`config.mk`:
```
export PLATFORM = sky130hd
export DESIGN_NAME = uart_rx_cfg
export DESIGN_NICKNAME = d
export VERILOG_FILES = /design/src/rtl/uart_pkg.sv /design/src/rtl/uart_baud_gen.sv /design/src/rtl/uart_rx_cfg.sv
export SDC_FILE = /design/constraint.sdc
export NUM_CORES = 1
export LEC_CHECK = 0
export CAP_MARGIN = 20
export CORE_ASPECT_RATIO = 1.75
export CORE_UTILIZATION = 25
export DETAILED_ROUTE_END_ITERATION = 16
export GPL_TIMING_DRIVEN = 0
export MAX_ROUTING_LAYER = met4
export SLEW_MARGIN = 25
export SYNTH_ARGS = -nofsm -noshare
export SYNTH_HDL_FRONTEND = slang
export SYNTH_HIERARCHICAL = 1
export SYNTH_SLANG_ARGS = --single-unit
```
`constraint.sdc`:
```
create_clock -name clk -period 3.9 [get_ports clk]
set_input_delay 0.585 -clock clk [delete_from_list [all_inputs] [get_ports clk]]
set_output_delay 0.585 -clock clk [all_outputs]
set_load 0.01 [all_outputs]
```
`src/rtl/uart_pkg.sv`:
```
// uart_pkg: shared UART parity modes, receiver state encoding and parity helper
package uart_pkg;
  localparam int PAR_NONE = 0;
  localparam int PAR_EVEN = 1;
  localparam int PAR_ODD  = 2;
  typedef enum logic [2:0] {S_IDLE, S_START, S_DATA, S_PARITY, S_STOP, S_WAIT_HIGH} rx_state_t;
  function automatic logic parity_bit(input logic [8:0] d, input int mode);
    return (^d) ^ (mode == PAR_ODD);
  endfunction
endpackage

```
`src/rtl/uart_baud_gen.sv`:
```
// uart_baud_gen: free-running oversample tick, one clock wide every DIV clocks
module uart_baud_gen #(
  parameter int CLK_FREQ   = 25_000_000,
  parameter int BAUD_RATE  = 9600,
  parameter int OVERSAMPLE = 16
) (
  input  logic clk,
  input  logic rst_n,
  output logic tick
);
  localparam int DIV = CLK_FREQ / (BAUD_RATE * OVERSAMPLE);
  localparam int W = DIV > 1 ? $clog2(DIV) : 1;
  logic [W-1:0] cnt;
  if (DIV < 1) begin : g_bad_div
    $error("uart_baud_gen: CLK_FREQ too low for BAUD_RATE*OVERSAMPLE");
  end
  assign tick = cnt == W'(DIV - 1);
  always_ff @(posedge clk or negedge rst_n)
    if (!rst_n) cnt <= '0;
    else cnt <= tick ? '0 : cnt + 1'b1;
endmodule

```
`src/rtl/uart_rx_cfg.sv`:
```
// uart_rx_cfg: configurable oversampling UART receiver with majority vote and valid/ready output
module uart_rx_cfg
  import uart_pkg::*;
#(
  parameter int CLK_FREQ   = 25_000_000,
  parameter int BAUD_RATE  = 9600,
  parameter int OVERSAMPLE = 16,
  parameter int DATA_BITS  = 8,
  parameter int PARITY     = 0,
  parameter int STOP_BITS  = 1
) (
  input  logic                 clk,
  input  logic                 rst_n,
  input  logic                 rx,
  output logic [DATA_BITS-1:0] rx_data,
  output logic                 rx_valid,
  input  logic                 rx_ready,
  output logic                 parity_err,
  output logic                 frame_err,
  output logic                 overrun,
  output logic                 break_det
);
  localparam int H = OVERSAMPLE / 2;
  localparam int SW = $clog2(OVERSAMPLE);
  rx_state_t st, st_n;
  logic [1:0] sync;
  logic [SW-1:0] sc;
  logic [3:0] idx;
  logic [DATA_BITS-1:0] sh;
  logic tick, rx_s, s0, s1, vote, dec, eob, bad;
  logic par_bit, par_err, stop_bad, commit, brk;
  uart_baud_gen #(.CLK_FREQ(CLK_FREQ), .BAUD_RATE(BAUD_RATE), .OVERSAMPLE(OVERSAMPLE)) u_baud (
    .clk(clk), .rst_n(rst_n), .tick(tick)
  );
  assign rx_s = sync[1];
  assign vote = (s0 & s1) | (rx_s & (s0 | s1));
  assign dec  = tick && sc == SW'(H + 1);
  assign eob  = tick && sc == SW'(OVERSAMPLE - 1);
  assign bad  = stop_bad | ~vote;
  always_comb begin
    st_n = st;
    commit = 1'b0;
    brk = 1'b0;
    case (st)
      S_IDLE:   st_n = tick && !rx_s ? S_START : S_IDLE;
      S_START:  st_n = dec && vote ? S_IDLE : eob ? S_DATA : S_START;
      S_DATA:   if (eob && idx == 4'(DATA_BITS - 1)) st_n = PARITY != PAR_NONE ? S_PARITY : S_STOP;
      S_PARITY: if (eob) st_n = S_STOP;
      S_STOP: if (dec && idx == 4'(STOP_BITS - 1)) begin
        // an all-zero frame with a low stop bit is a break, never a word
        brk = bad && sh == '0 && !par_bit;
        commit = !brk;
        st_n = bad ? S_WAIT_HIGH : S_IDLE;
      end
      S_WAIT_HIGH: if (rx_s) st_n = S_IDLE;
      default: st_n = S_IDLE;
    endcase
  end
  always_ff @(posedge clk or negedge rst_n)
    if (!rst_n) begin
      sync <= 2'b11;
      st <= S_IDLE;
      sc <= '0;
      idx <= '0;
      sh <= '0;
      s0 <= 1'b1;
      s1 <= 1'b1;
      par_bit <= 1'b0;
      par_err <= 1'b0;
      stop_bad <= 1'b0;
    end else begin
      sync <= {sync[0], rx};
      st <= st_n;
      sc <= st == S_IDLE ? '0 : tick ? (eob ? '0 : sc + 1'b1) : sc;
      idx <= st_n != st ? '0 : eob ? idx + 1'b1 : idx;
      if (tick && sc == SW'(H - 1)) s0 <= rx_s;
      if (tick && sc == SW'(H)) s1 <= rx_s;
      if (st == S_DATA && dec) sh <= {vote, sh[DATA_BITS-1:1]};
      if (st == S_IDLE) begin
        par_bit <= 1'b0;
        par_err <= 1'b0;
        stop_bad <= 1'b0;
      end
      if (st == S_PARITY && dec) begin
        par_bit <= vote;
        par_err <= vote ^ parity_bit(9'(sh), PARITY);
      end
      if (st == S_STOP && dec) stop_bad <= bad;
    end
  always_ff @(posedge clk or negedge rst_n)
    if (!rst_n) begin
      rx_data <= '0;
      rx_valid <= 1'b0;
      parity_err <= 1'b0;
      frame_err <= 1'b0;
      overrun <= 1'b0;
      break_det <= 1'b0;
    end else begin
      overrun <= commit && rx_valid && !rx_ready;
      break_det <= brk;
      if (commit && (!rx_valid || rx_ready)) begin
        rx_data <= sh;
        parity_err <= par_err;
        frame_err <= bad;
        rx_valid <= 1'b1;
      end else if (rx_ready) rx_valid <= 1'b0;
    end
endmodule

```
# Word level (Yosys, flattened, before mapping)
# Cells that the tools add are included.
# Widths: inputs -> output; s select.
dict set report totals {
  elab_cells 95
  regBits 47
  in_bits 4
  out_inout_bits 13
}
dict set report op_classes {
  eq_ne 12
  addsub 3
  muxes 25
  n_bitwise 7
  reduce_logical 31
}
# operator n
set ops {}
lappend ops {{$mux 4} 5}
lappend ops {{$pmux 3 s6} 1}
lappend ops {{$logic_and 1x1->1} 16}
lappend ops {{$mux 3} 5}
lappend ops {{$eq 4x4->1 const B} 3}
lappend ops {{$mux 1} 11}
lappend ops {{$reduce_bool 2->1} 5}
lappend ops {{$reduce_xor 9->1} 1}
lappend ops {{$add 4x1->4 const B} 2}
lappend ops {{$add 8x1->8 const B} 1}
lappend ops {{$eq 4x3->1 const B} 2}
lappend ops {{$eq 8x8->1 const B} 1}
lappend ops {{$logic_not 8->1} 1}
lappend ops {{$mux 8} 1}
lappend ops {{$eq 3x2->1 const B} 2}
lappend ops {{$eq 3x3->1 const B} 2}
lappend ops {{$logic_not 1->1} 5}
lappend ops {{$logic_not 4->1} 1}
lappend ops {{$mux 2} 2}
lappend ops {{$eq 3x1->1 const B} 1}
lappend ops {{$logic_not 3->1} 1}
lappend ops {{$ne 3x3->1} 1}
lappend ops {{$or 1x1->1} 3}
lappend ops {{$and 1x1->1} 2}
lappend ops {{other kinds (3)} 3}

# Logic depth before layout (Yosys ltp)
# Gate-level depths: netlist of run 1.
dict set report depth {
  ltp_word 12
  ltp_mapped 10
  mapped_depth_nobuf 8
}

# Cells and area by module
# Netlist of run 1, hierarchy kept.
# module area_per_inst_um2 cells_each instances
set by_module_without_submodules {}
lappend by_module_without_submodules {uart_rx_cfg 2020.7 180 1}
lappend by_module_without_submodules {uart_baud_gen 406.6 37 1}

# Worst setup path after synthesis of run 1
# Ideal clock, no wire load.
dict set report synth_path {
  kind {register to register}
  start {reg u_baud.cnt[2]}
  end {reg frame_err}
  t_arrival_ns 2.155
  stages_incl_launch_ff 9
  t_required_ns 3.775
  slack_ns 1.620
  cell_sequence {dfrtp_1 -> or3_4 -> nor3_4 -> and4b_1 -> buf_2 -> and3_1 -> o211a_1 -> buf_6 -> mux2_4}
}
dict set report synth_via {
  elab_chain_len 6
}
# item line_no
set synth_lines {}
lappend synth_lines {{start: declaration} uart_baud_gen.sv:13} ;# logic [W-1:0] cnt;
lappend synth_lines {{start signal: assignment} uart_baud_gen.sv:20} ;# else cnt <= tick ? '0 : cnt + 1'b1;
lappend synth_lines {{$eq 8x8->1} uart_baud_gen.sv:17} ;# assign tick = cnt == W'(DIV - 1);
lappend synth_lines {{via tick} uart_rx_cfg.sv:30} ;# logic tick, rx_s, s0, s1, vote, dec, eob, bad;
lappend synth_lines {{$logic_and 1x1->1} uart_rx_cfg.sv:37} ;# assign dec = tick && sc == SW'(H + 1);
lappend synth_lines {{$logic_and 1x1->1} uart_rx_cfg.sv:49} ;# S_STOP: if (dec && idx == 4'(STOP_BITS - 1)) begin
lappend synth_lines {{$mux 1} uart_rx_cfg.sv:49}
lappend synth_lines {{$mux 1} uart_rx_cfg.sv:44} ;# case (st)
lappend synth_lines {{$logic_and 1x1->1} uart_rx_cfg.sv:101} ;# if (commit && (!rx_valid || rx_ready)) begin
lappend synth_lines {{end signal: assignment} uart_rx_cfg.sv:95} ;# frame_err <= 1'b0;
lappend synth_lines {{end signal: assignment} uart_rx_cfg.sv:104} ;# frame_err <= bad;
lappend synth_lines {{end: declaration} uart_rx_cfg.sv:19} ;# output logic frame_err,
# The timed path passes the listed nets, and every way through them passes these cells.
# A chain may end at the register's enable or synchronous reset.

# Worst setup path in the final report of run 1
dict set report layout_path {
  start {reg u_baud.cnt[2]}
  end {reg rx_data[5]}
}
dict set report layout_via {
  elab_chain_len 6
}
# item line_no
set layout_lines {}
lappend layout_lines {{$eq 8x8->1} uart_baud_gen.sv:17}
lappend layout_lines {{via tick} uart_rx_cfg.sv:30}
lappend layout_lines {{$logic_and 1x1->1} uart_rx_cfg.sv:37}
lappend layout_lines {{$logic_and 1x1->1} uart_rx_cfg.sv:49}
lappend layout_lines {{$mux 1} uart_rx_cfg.sv:49}
lappend layout_lines {{$mux 1} uart_rx_cfg.sv:44}
lappend layout_lines {{$logic_and 1x1->1} uart_rx_cfg.sv:101}
lappend layout_lines {{end signal: assignment} uart_rx_cfg.sv:102} ;# rx_data <= sh;
lappend layout_lines {{end: declaration} uart_rx_cfg.sv:15} ;# output logic [DATA_BITS-1:0] rx_data,
# The timed path passes the listed nets, and every way through them passes these cells.

==> out/metrics.cfg, run 1 <==
[synthesis]
netlist.area_leader.share_pct = 44.3
synth.ff_latch_count = 47
postSynthCellCount = 217
ys_warn_count = 6
synthMostInstantiatedCell = dfrtp_1
synth_area_leaders = dfrtp_1, mux2_4, ha_1
synth_edf_count = 0
dominantRegCellSynth = dfrtp_1
async_flop_share_pct = 100
synth_largest_area_cell = dfrtp_1
top_cells_by_instance_count_after_synthesis = dfrtp_1, inv_1, nor2_1
synth.avg_cell_area_um2 = 11.2
synth-seq-area-share_pct = 48.7
synth_area_mm2 = 0.00243
synth_cell_types = 47
postSynthNetCount = 232

[sta]
final_critical_path_setup_slack_ns = 1.44
setup_viol = 0
final_max_slew_viol_count = 0
max_slew.worst_pin.slew_ns = 0.798
grt_setup_unrepaired = false
setup_total_negative_slack_ns = 0
final-hold-violation-count = 0
fin_skew_ns = 0.00322
slew_headroom_pct = 46.4
fmax_mhz = 406
post-route-min-period_ns = 2.46
period_share_pct = 63.2

[clock_tree]
cts_resized = 0
cts-root-buf = clkbuf_16
htree_levels = 2
cts_hold_repair.buffers = 0
clock_tree_from_tritoncts = yes
insertion_delay_ns = 0.28
worst_setup_hold_path_clk_slew_ns = 0.06
post-cts-setup-buffer-count = 0
cts.sinks = 47
cts-buffers-inserted = 5
cts.path.max_buffers = 2

[global_route]
grt_first_pass_wirelength_um = 7550
grt_max_degree = 48
antenna_found_initial = 0
globalRouteTotalUtil_pct = 9.47
gr-total-overflow = 0
via_count_of_the_first_global_routing_pass = 1708

[routing]
total_wire_length_after_detailed_routing_um = 4170
drt_pre_antenna_iters = 4
num_vias = 1651
post_route_ant_nets = 0
detail_route.wl_per_cell_um = 11.5
detailedRoute.firstIterationViolations = 73
drc = 0
post_drt_via_cell_ratio = 4.55

[floorplan]
start_util_pct = 25.6
die-height_um = 132
die-width_um = 76.5
core_region_area_mm2 = 0.00947
io_pins = 17
design.die.area_mm2 = 0.0101
placementRows = 47

[setup_path]
timing.setup.critical_path_class = register to register
critical_path.endpoint_type = register
worst-path-max-fanout = 10
cp.required_ns = 4.07
timing.critical_path.arrival_ns = 2.63
setup.worst_path.start_class = register

[job]
max_cap_violations = 0

[pwr]
power_leakage_uw = 0.00120
maximum_resistive_drop_on_vdd_uv = 196
power_density_mw_per_mm2 = 317

[worst_hold_path]
hold_path.class = primary input to async pin

[place]
place.port_buffers = 16
finalWeightedCongestion = 0.796
post-place-ws_ns = 1.42
half_perimeter_wire_length_of_the_detailed_placement_result_um = 3150

[finish]
fillers = 955
ff_latch_area_mm2 = 0.00118
drive_gt1_share_pct = 15.4
nets = 255
multiInputGateArea_mm2 = 0.00114
antenna_cells_inserted = 0
area_growth_pct = 18.6

[status]
result_of_the_run = complete, no violations

[layout by cell type (no fill, tap or decap), types with 3 or more instances in the layout]
cell type,n
dfrtp_1,43
inv_1,18
nor2_1,15
clkdlybuf4s50_1,15
nand2_1,14
mux2i_1,11
ha_1,11
mux2_4,10
xnor2_1,9
nand3_1,7
o21ai_0,6
a21oi_1,5
clkbuf_16,5
clkbuf_1,4
nor2b_1,4
nor3_1,4
dfstp_2,4
buf_2,3
nor3b_1,3
nand4_1,3
nand2b_1,3
nor4b_1,3
o2bb2ai_1,3
mux2_2,3
nand4b_1,3
xor2_1,3
[registers in the layout, summed over array words and instances, names as in the netlist]
register	cells
par_bit	1
sync	2
sh	8
overrun	1
sc	4
u_baud/cnt	8
st	3
par_err	1
s0	1
stop_bad	1
idx	4
break_det	1
rx_valid	1
s1	1
frame_err	1
parity_err	1
rx_data	8
[path summary, 6_finish.rpt]
check                           endpoint  slack, ns     startpoint  cells after the start
max                           rx_data[5]       1.44  u_baud/cnt[2]                      8
min in group clk                 sync[1]       0.36        sync[0]                      0
max in group asynchronous  u_baud/cnt[2]       3.21          rst_n                      1
min reg2reg                      sync[1]       0.36        sync[0]                      0
min                               idx[0]       0.30          rst_n                      1
max reg2reg                   rx_data[5]       1.44  u_baud/cnt[2]                      8
[worst max-delay path, stage by stage (launching register included)]
cell,delay (ns)
dfrtp_1,0.43
or3_4,0.41
nor3_4,0.24
and4b_1,0.21
buf_2,0.18
and3_1,0.21
o211a_1,0.17
buf_6,0.17
mux2_4,0.31
[layer usage]
layer  vias to the layer above  global-route usage [%]  wire [µm]  part of all wire [%]
met4                         0                    4.59        132                   3.2
met3                        11                    1.66        100                   2.4
li1                        803                       -          -                     -
met1                       810                    9.90       1740                    42
met5                         -                       -          0                     0
met2                        27                    16.9       2200                    53
[metrics by stage]
step	hold slack (ns)	utilization, %	area, µm²	total power, µW	std cells
final	0.296	30.4	2880	913	363
after global placement	0.346	28.9	2740	513	355
after CTS	0.336	30.4	2880	927	363
after detailed placement	0.349	28.9	2740	513	355
after floorplan	0.289	-	2430	500	217
after global routing	0.360	30.4	2880	944	363
[power by group]
| group | total (µW) | leakage [µW] | internal [µW] | switching [µW] |
|---|---|---|---|---|
| sequential | 491 | 0.000628 | 490 | 0.983 |
| combinational | 12.0 | 0.000509 | 2.69 | 9.33 |
| clock | 411 | 0.0000669 | 237 | 174 |
| total | 913 | 0.00120 | 729 | 185 |
[final cells by class]
cell class                      count  area share, %
Clock inverter                      2          0.435
Sequential cell                    47           41.0
Buffer                              7           1.30
Clock buffer                        6           4.48
Tap cell                          122           5.30
Inverter                           18           2.35
Timing Repair Buffer               16           5.48
Multi-Input combinational cell    145           39.6
[kinds of logic (layout without fill, tap and decap cells)]
family                     after synthesis  count (layout)  share of synthesized area, %
AOI/OAI and AO/OA                       25              25                          7.06
xor gates and xnor gates                12              12                          4.33
adders and majority gates               12              12                          6.13
buffers and inverters                   25              49                          4.33
DFF                                     47              47                          48.7
muxes                                   24              24                          12.1
and+or+nand+nor                         72              72                          17.4
Power figures use the tool's default switching activity.
==> run 2: changes to the inputs <==
==> constraint.sdc (replaced) <==
create_clock -name clk -period 2.4 [get_ports clk]
set_input_delay 0.36 -clock clk [delete_from_list [all_inputs] [get_ports clk]]
set_output_delay 0.36 -clock clk [all_outputs]
set_load 0.01 [all_outputs]
==> out/metrics.cfg, run 2 (synthesis results as in run 1) <==
[finish]
drive_gt1_share_pct = 18.7
nets = 260
most_common_cell_after_layout_fill_and_taps_aside = dfrtp_1
area_growth_pct = 22.0
fillers = 947
layout.cells.most_common_list = dfrtp_1, inv_1, nor2_1, clkdlybuf4s50_1, nand2_1
largest_registers = rx_data x8, sh x8, u_baud/cnt x8
final-instance-count-excl-fill = 368
multiInputGateArea_mm2 = 0.00115
ff_latch_area_mm2 = 0.00118
antenna_cells_inserted = 0

[sta]
fmax_mhz = 429
period_share_pct = 97.1
post-route-min-period_ns = 2.33
fin_skew_ns = 0.00371
final_critical_path_setup_slack_ns = 0.0706
final_max_slew_viol_count = 0
grt_setup_unrepaired = true
setup_viol = 0
final-hold-violation-count = 0
max_slew.worst_pin.slew_ns = 0.781
slew_headroom_pct = 47.5

[routing]
detailedRoute.firstIterationViolations = 84
drt_pre_antenna_iters = 4
drc = 0
num_vias = 1669
post_route_ant_nets = 0
detail_route.wl_per_cell_um = 11.7
total_wire_length_after_detailed_routing_um = 4310
post_drt_via_cell_ratio = 4.54

[place]
half_perimeter_wire_length_of_the_detailed_placement_result_um = 3150
numPlacedInstances = 355
post-place-ws_ns = -0.0820
finalWeightedCongestion = 0.796
place.port_buffers = 16

[global_route]
via_count_of_the_first_global_routing_pass = 1715
globalRouteTotalUtil_pct = 9.49
grt_first_pass_wirelength_um = 7560
grt_max_degree = 48
antenna_found_initial = 0
gr-total-overflow = 0

[floorplan]
die-width_um = 76.5
design.die.area_mm2 = 0.0101
placementRows = 47
core_region_area_mm2 = 0.00947
io_pins = 17
start_util_pct = 25.6
die-height_um = 132

[pwr]
power_density_mw_per_mm2 = 500
maximum_resistive_drop_on_vdd_uv = 319
switching_power_uw = 298
switching_share_pct = 20.1
p_comb_share_pct = 1.3
power_leakage_uw = 0.00123
intPower_uw = 1180
seq_power_share_pct = 53.8
clock_power_share_pct = 44.9

[clock_tree]
cts-root-buf = clkbuf_16
cts.path.max_buffers = 2
cts.sinks = 47
worst_setup_hold_path_clk_slew_ns = 0.06
insertion_delay_ns = 0.28
cts-buffers-inserted = 5
clock_tree_from_tritoncts = yes
htree_levels = 2

[setup_path]
reg2reg_depth = 8
critical_path.endpoint_type = register
setup.worst_path.start_class = register
timing.setup.critical_path_class = register to register
worst-path-max-fanout = 5
timing.critical_path.arrival_ns = 2.50
cp.required_ns = 2.57

[status]
result_of_the_run = complete, no violations

[worst_hold_path]
hold_path.class = primary input to async pin

[job]
max_cap_violations = 0

[run 2: routing by layer]
| layer | track usage [%] | vias to the layer above | part of all wire, % |
|---|---|---|---|
| li1 | - | 818 | - |
| met1 | 9.90 | 814 | 42 |
| met2 | 17.0 | 27 | 53 |
| met3 | 1.66 | 10 | 2.3 |
| met4 | 4.59 | 0 | 3.1 |
| met5 | - | - | 0 |
[run 2: path summary, 6_finish.rpt]
| kind | startpoint | to | slack (ns) |
|---|---|---|---|
| max | u_baud/cnt[2] | rx_data[5] | 0.07 |
| min | rst_n | idx[0] | 0.07 |
| max reg2reg | u_baud/cnt[2] | rx_data[5] | 0.07 |
| min reg2reg | sync[0] | sync[1] | 0.36 |
| max in group asynchronous | rst_n | u_baud/cnt[1] | 1.94 |
| min in group clk | sync[0] | sync[1] | 0.36 |
[run 2: power by group through the flow]
stage | combinational (µW) | clock (µW) | sequential, µW
final | 19.5 | 665 | 797
after global routing | 23.5 | 713 | 797
after CTS | 21.6 | 687 | 797
after detailed placement | 21.5 | 0 | 812
after global placement | 22.1 | 0 | 812
after floorplan | 0.859 | 0 | 811
[run 2: repair_timing]
action | CTS | global route
pin swaps | 1 | 3
resized for setup | 0 | 7
gates cloned | 0 | 1
hold buffers | 0 | 0
setup endpoints to repair | 16 | 23
buffers inserted | 1 | 4
[run 2: through the flow]
stage	cell area (µm²)	hold WS (ns)	total power [µW]	utilization, %	setup TNS [ns]
2_1_floorplan	2430	0.0644	812	-	0
3_3_place_gp	2740	0.346	834	28.9	-18.48
3_5_place_dp	2740	0.349	833	28.9	-1.06
4_1_cts	2890	0.111	1510	30.5	0
5_1_grt	2960	0.135	1530	31.3	-0.464
6_report	2960	0.0731	1480	31.3	0
[run 2: area by class of cell]
type | count | share of cell area [%]
Sequential cell | 47 | 39.9
Multi-Input combinational cell | 145 | 39.0
Timing Repair Buffer | 22 | 7.44
Tap cell | 122 | 5.15
Clock buffer | 6 | 4.35
Inverter | 18 | 2.28
Buffer | 6 | 1.48
Clock inverter | 2 | 0.422
[run 2: worst max-delay path, cell delays in order, from the launching register on]
cell,delay [ns]
dfrtp_1,0.40
or3_4,0.42
nor3_4,0.23
and4b_1,0.23
buf_6,0.12
and3_4,0.19
o211a_4,0.19
clkbuf_16,0.15
mux2_4,0.29
==> variant 1: new RTL, config.mk and constraints of run 2 <==
Register the output `frame_err` once more, without a reset; this adds one clock of latency there. The other outputs are not delayed to match.
--- a/src/rtl/uart_rx_cfg.sv
+++ b/src/rtl/uart_rx_cfg.sv
@@ -24,2 +24,4 @@
   localparam int SW = $clog2(OVERSAMPLE);
+
+  logic frame_err_s0;
   rx_state_t st, st_n;
@@ -94,3 +96,3 @@
       parity_err <= 1'b0;
-      frame_err <= 1'b0;
+      frame_err_s0 <= 1'b0;
       overrun <= 1'b0;
@@ -103,3 +105,3 @@
         parity_err <= par_err;
-        frame_err <= bad;
+        frame_err_s0 <= bad;
         rx_valid <= 1'b1;
@@ -107,2 +109,6 @@
     end
+  always_ff @(posedge clk) begin
+    frame_err <= frame_err_s0;
+  end
+
 endmodule
Check against the original RTL: no difference found for any inputs over 10 cycles, from zero or initial values and one cycle with rst_n low; that may be too few to reach the edited logic, so the function may still have changed.
==> variant 1 against run 2 <==
  * Synthesized area rose by 0.82%
  * Highest routed layer unchanged
  * First-iteration DRC count fell by 17%
  * Utilization rose by 0.79 points
  * Critical path depth did not move
  * Critical path type unchanged
  * Die area rose by 0.80%
  * Combinational power rose by 3%
  * Sequential cell count rose by 1
  * Wire length rose by 4.8%
  * Sequential power rose by 2%
  * Total power rose by 9.8%
  * Final area rose by 2.5%
  * Worst setup slack got worse by 0.0036 ns
  * Clock power rose by 19%
==> variant 1: results (changes against run 2) <==
| Metric | Value |
|---|---|
| Outcome | `finished, final reports clean` |
| Area contributors post-synth | `dfrtp_1 44%, mux2_4 6.1%, ha_1 5.6%` |
| Final hold slack | `0.0818 ns (+0.00871 ns)` |
| Pleak | `1.27 nW (+2.7%)` |
| First-pass GRT wire length | `8.02 mm (+6.1%)` |
| Met1 usage | `10.4% (+0.54 points)` |
| Skew final | `0.00664 ns (+0.00294 ns)` |
| Syn Nets | `233 (+0.43%)` |
| Sequential cell area fraction in the yosys report | `49.1% (+0.42 points)` |
| Post-DP HPWL | `3.20 mm (+1.7%)` |
| Xor and xnor area share after synthesis | `4.29% (-0.035 points)` |
| Dpl ws | `-0.0767 ns (+0.00531 ns)` |
| DR iter-0 viols | `70 (-17%)` |
| Vias in the first global route | `1758 (+2.5%)` |
| Peak VDD IR | `0.266 mV (-17%)` |
| Met2 Resource Use GR | `17.9% (+0.94 points)` |
| P_int | `0.00131 W (+10%)` |
| Placed instance count | `356 (+0.28%)` |
| Comb. pwr | `0.0000201 W (+3%)` |
| Final GP Congestion | `0.819 (+3.0%)` |
| Vias per std cell | `4.51 (-0.66%)` |
| Fillers | `946 (-0.11%)` |
| Post-Synth Adder-Cell Area | `6.08% (-0.050 points)` |
| Setup WS post-layout | `0.0670 ns (-0.00362 ns)` |
| Area fraction in compound gates after synthesis | `7.00% (-0.058 points)` |
| Worst r2r src | `u_baud/cnt[6]` |
| Final Util | `32.1% (+0.79 points)` |
| Mapped Cells | `218 (+0.46%)` |
| Drt total wl | `4.51 mm (+4.8%)` |
[variant 1: cell types whose count changed after synthesis]
cell,delta
dfxtp_1,+1
[variant 1: timing repair]
item                       4_1_cts  5_1_grt
setup endpoints to repair       15       24
gates resized for setup          1       11
setup buffers                    2        4
pin swaps                        1        1
cloned                           0        1
[variant 1: cell type report]
class	instances	share of cell area [%]
Sequential cell	48	39.6
Multi-Input combinational cell	145	38.7
Timing Repair Buffer	23	7.50
Tap cell	122	5.03
Clock buffer	5	4.12
Inverter	18	2.22
Buffer	6	1.44
Clock inverter	3	1.40
[variant 1: worst max path at each step]
stage	startpoint	end	cells past startpoint
global route	u_baud/cnt[6]	rx_data[3]	8
finish	u_baud/cnt[6]	parity_err	8
global placement	rst_n	u_baud/cnt[3]	1
detailed placement	u_baud/cnt[2]	frame_err_s0	8
floorplan	u_baud/cnt[2]	frame_err_s0	8
CTS	u_baud/cnt[1]	parity_err	10
==> variant 2: new RTL, settings of run 2 <==
Made on the original files. Set the parameter `PARITY` to 1 (it was 0).
--- a/src/rtl/uart_rx_cfg.sv
+++ b/src/rtl/uart_rx_cfg.sv
@@ -8,3 +8,3 @@
   parameter int DATA_BITS  = 8,
-  parameter int PARITY     = 0,
+  parameter int PARITY     = 1,
   parameter int STOP_BITS  = 1
Formal check against the unedited RTL: no difference found for any inputs over 10 cycles, from zero or initial values and one cycle with rst_n low; that may be too few to reach the edited logic, so the function may still have changed.
==> variant 2 against run 2 <==
  * Clock power is 19% higher
  * Final area up 4.3%
  * Wire length increased by 9.0%
  * Worst setup slack got worse by 0.044 ns
  * Total power grew 8.3%
  * First-iteration DRC count increased by 2.4%
  * Highest routed layer unchanged
  * Sequential cell count stayed put
  * Final cell count up 4.1%
  * Synthesized area increased by 2.5%
==> variant 2: results (changes against run 2) <==
| Metric | Value |
|---|---|
| Peak VDD IR | `0.295 mV (-7.4%)` |
| Largest net degree at the start of global routing | `48 (unchanged)` |
| DR iter-0 viols | `86 (+2.4%)` |
| Top post-synthesis cells by count | `43 x dfrtp_1, 24 x nand2_1, 18 x inv_1` |
| Share of cells above drive strength 1 | `23.0% (+4.3 points)` |
| Vias per std cell | `4.53 (about the same)` |
| # H-tree levels | `2 (unchanged)` |
| Vias in the first global route | `1793 (+4.5%)` |
| Crit path DAT | `2.58 ns (+0.08 ns)` |
| Syn Nets | `241 (+3.9%)` |
| Pleak | `1.34 nW (+9.0%)` |
| Outcome | `finished, final reports clean` |
| First-pass GRT wire length | `8.13 mm (+7.5%)` |
| CP max stage delay | `between 0.4 and 0.5 ns` |
| Routed WL per cell | `12.3 µm (+4.8%)` |
| Drt total wl | `4.70 mm (+9.0%)` |
| CTS Buf Count | `5 (unchanged)` |
| Placed instance count | `364 (+2.5%)` |
| Actual slew at the worst max-slew pin | `0.645 ns (-0.136 ns)` |
| Total GRT Usage | `10.1% (+0.62 points)` |
| Post-DP HPWL | `3.31 mm (+5.0%)` |
| Syn avg cell area | `11.0 µm² (-1.6%)` |
| Area contributors post-synth | `dfrtp_1 43%, mux2_4 6.0%, ha_1 5.5%` |
| Skew final | `0.00657 ns (+0.00286 ns)` |
| R2r setup slk | `0.03 ns (-0.04 ns)` |
| Final nets | `275 (+5.8%)` |
| Fillers | `956 (+0.95%)` |
| Synth cell types | `54 (+15%)` |
| Sequential cell area fraction in the yosys report | `47.5% (-1.2 points)` |
==> variant 2: timing repair <==
action                     4_1_cts  5_1_grt
setup endpoints to repair       22       14
buffers inserted                 4        6
pin swaps                        3        6
resized for setup                4        6
cloned                           1        0
==> variant 2: path summary, 6_finish.rpt <==
| path | startpoint | to |
|---|---|---|
| worst max-delay path | u_baud/cnt[6] | idx[2] |
| worst min-delay path | rst_n | rx_data[7] |
| worst max register to register | u_baud/cnt[6] | idx[2] |
| worst min register to register | sync[0] | sync[1] |
| max in group asynchronous | rst_n | st[1] |
| min in group clk | sync[0] | sync[1] |
==> variant 2: layout make-up <==
cell class	count	area [µm²]	area share (%)
Buffer	9	73.8	2.39
Multi-Input combinational cell	152	1200	38.8
Sequential cell	47	1180	38.2
Inverter	18	67.6	2.19
Tap cell	122	153	4.94
Clock buffer	5	125	4.05
Clock inverter	3	43.8	1.42
Timing Repair Buffer	27	248	8.02
==> variant 2: logic make-up after synthesis <==
group                    Yosys count  share of synthesized area [%]
XOR/XNOR                          13                           4.58
AO/OA/AOI/OAI                     38                           10.4
flip-flops                        47                           47.5
AND/OR/NAND/NOR                   72                           16.8
adder cells (fa/ha/maj)           12                           5.98
multiplexers                      17                           9.20
buffers and inverters             27                           5.53
==> variant 2: through the flow <==
stage | utilization (%) | hold WS [ns] | total power [W] | instance area, µm² | setup slack (ns)
after floorplan | - | 0.0644 | 0.000812 | 2490 | 0.0462
after global placement | 29.2 | 0.347 | 0.000833 | 2800 | -0.400
after detailed placement | 29.2 | 0.349 | 0.000832 | 2800 | -0.227
after CTS | 31.5 | 0.107 | 0.00162 | 3020 | 0.0214
after global routing | 32.2 | 0.128 | 0.00165 | 3090 | -0.0749
final | 32.2 | 0.0570 | 0.00161 | 3090 | 0.0263
==> variant 2: worst max-delay path, delay by kind of cell, from the launching register on <==
kind,cells,cell delay [ns]
AOI/OAI and AO/OA,4,0.79
and+or+nand+nor,3,0.98
DFF,1,0.38
buffers and inverters,1,0.15
==> variant 2: layer usage <==
| layer | part of all wire [%] | track usage, % | up-vias |
|---|---|---|---|
| li1 | - | - | 856 |
| met1 | 40 | 9.79 | 843 |
| met2 | 55 | 18.8 | 24 |
| met3 | 2.2 | 1.90 | 13 |
| met4 | 2.9 | 4.93 | 0 |
| met5 | 0 | - | - |
==> variant 2: where the power goes <==
part,internal (W),switching [W],total [W]
registers,0.000795,0.00000155,0.000797
clock network,0.000491,0.000298,0.000789
logic,0.00000414,0.0000149,0.0000191
total,0.00129,0.000315,0.00161
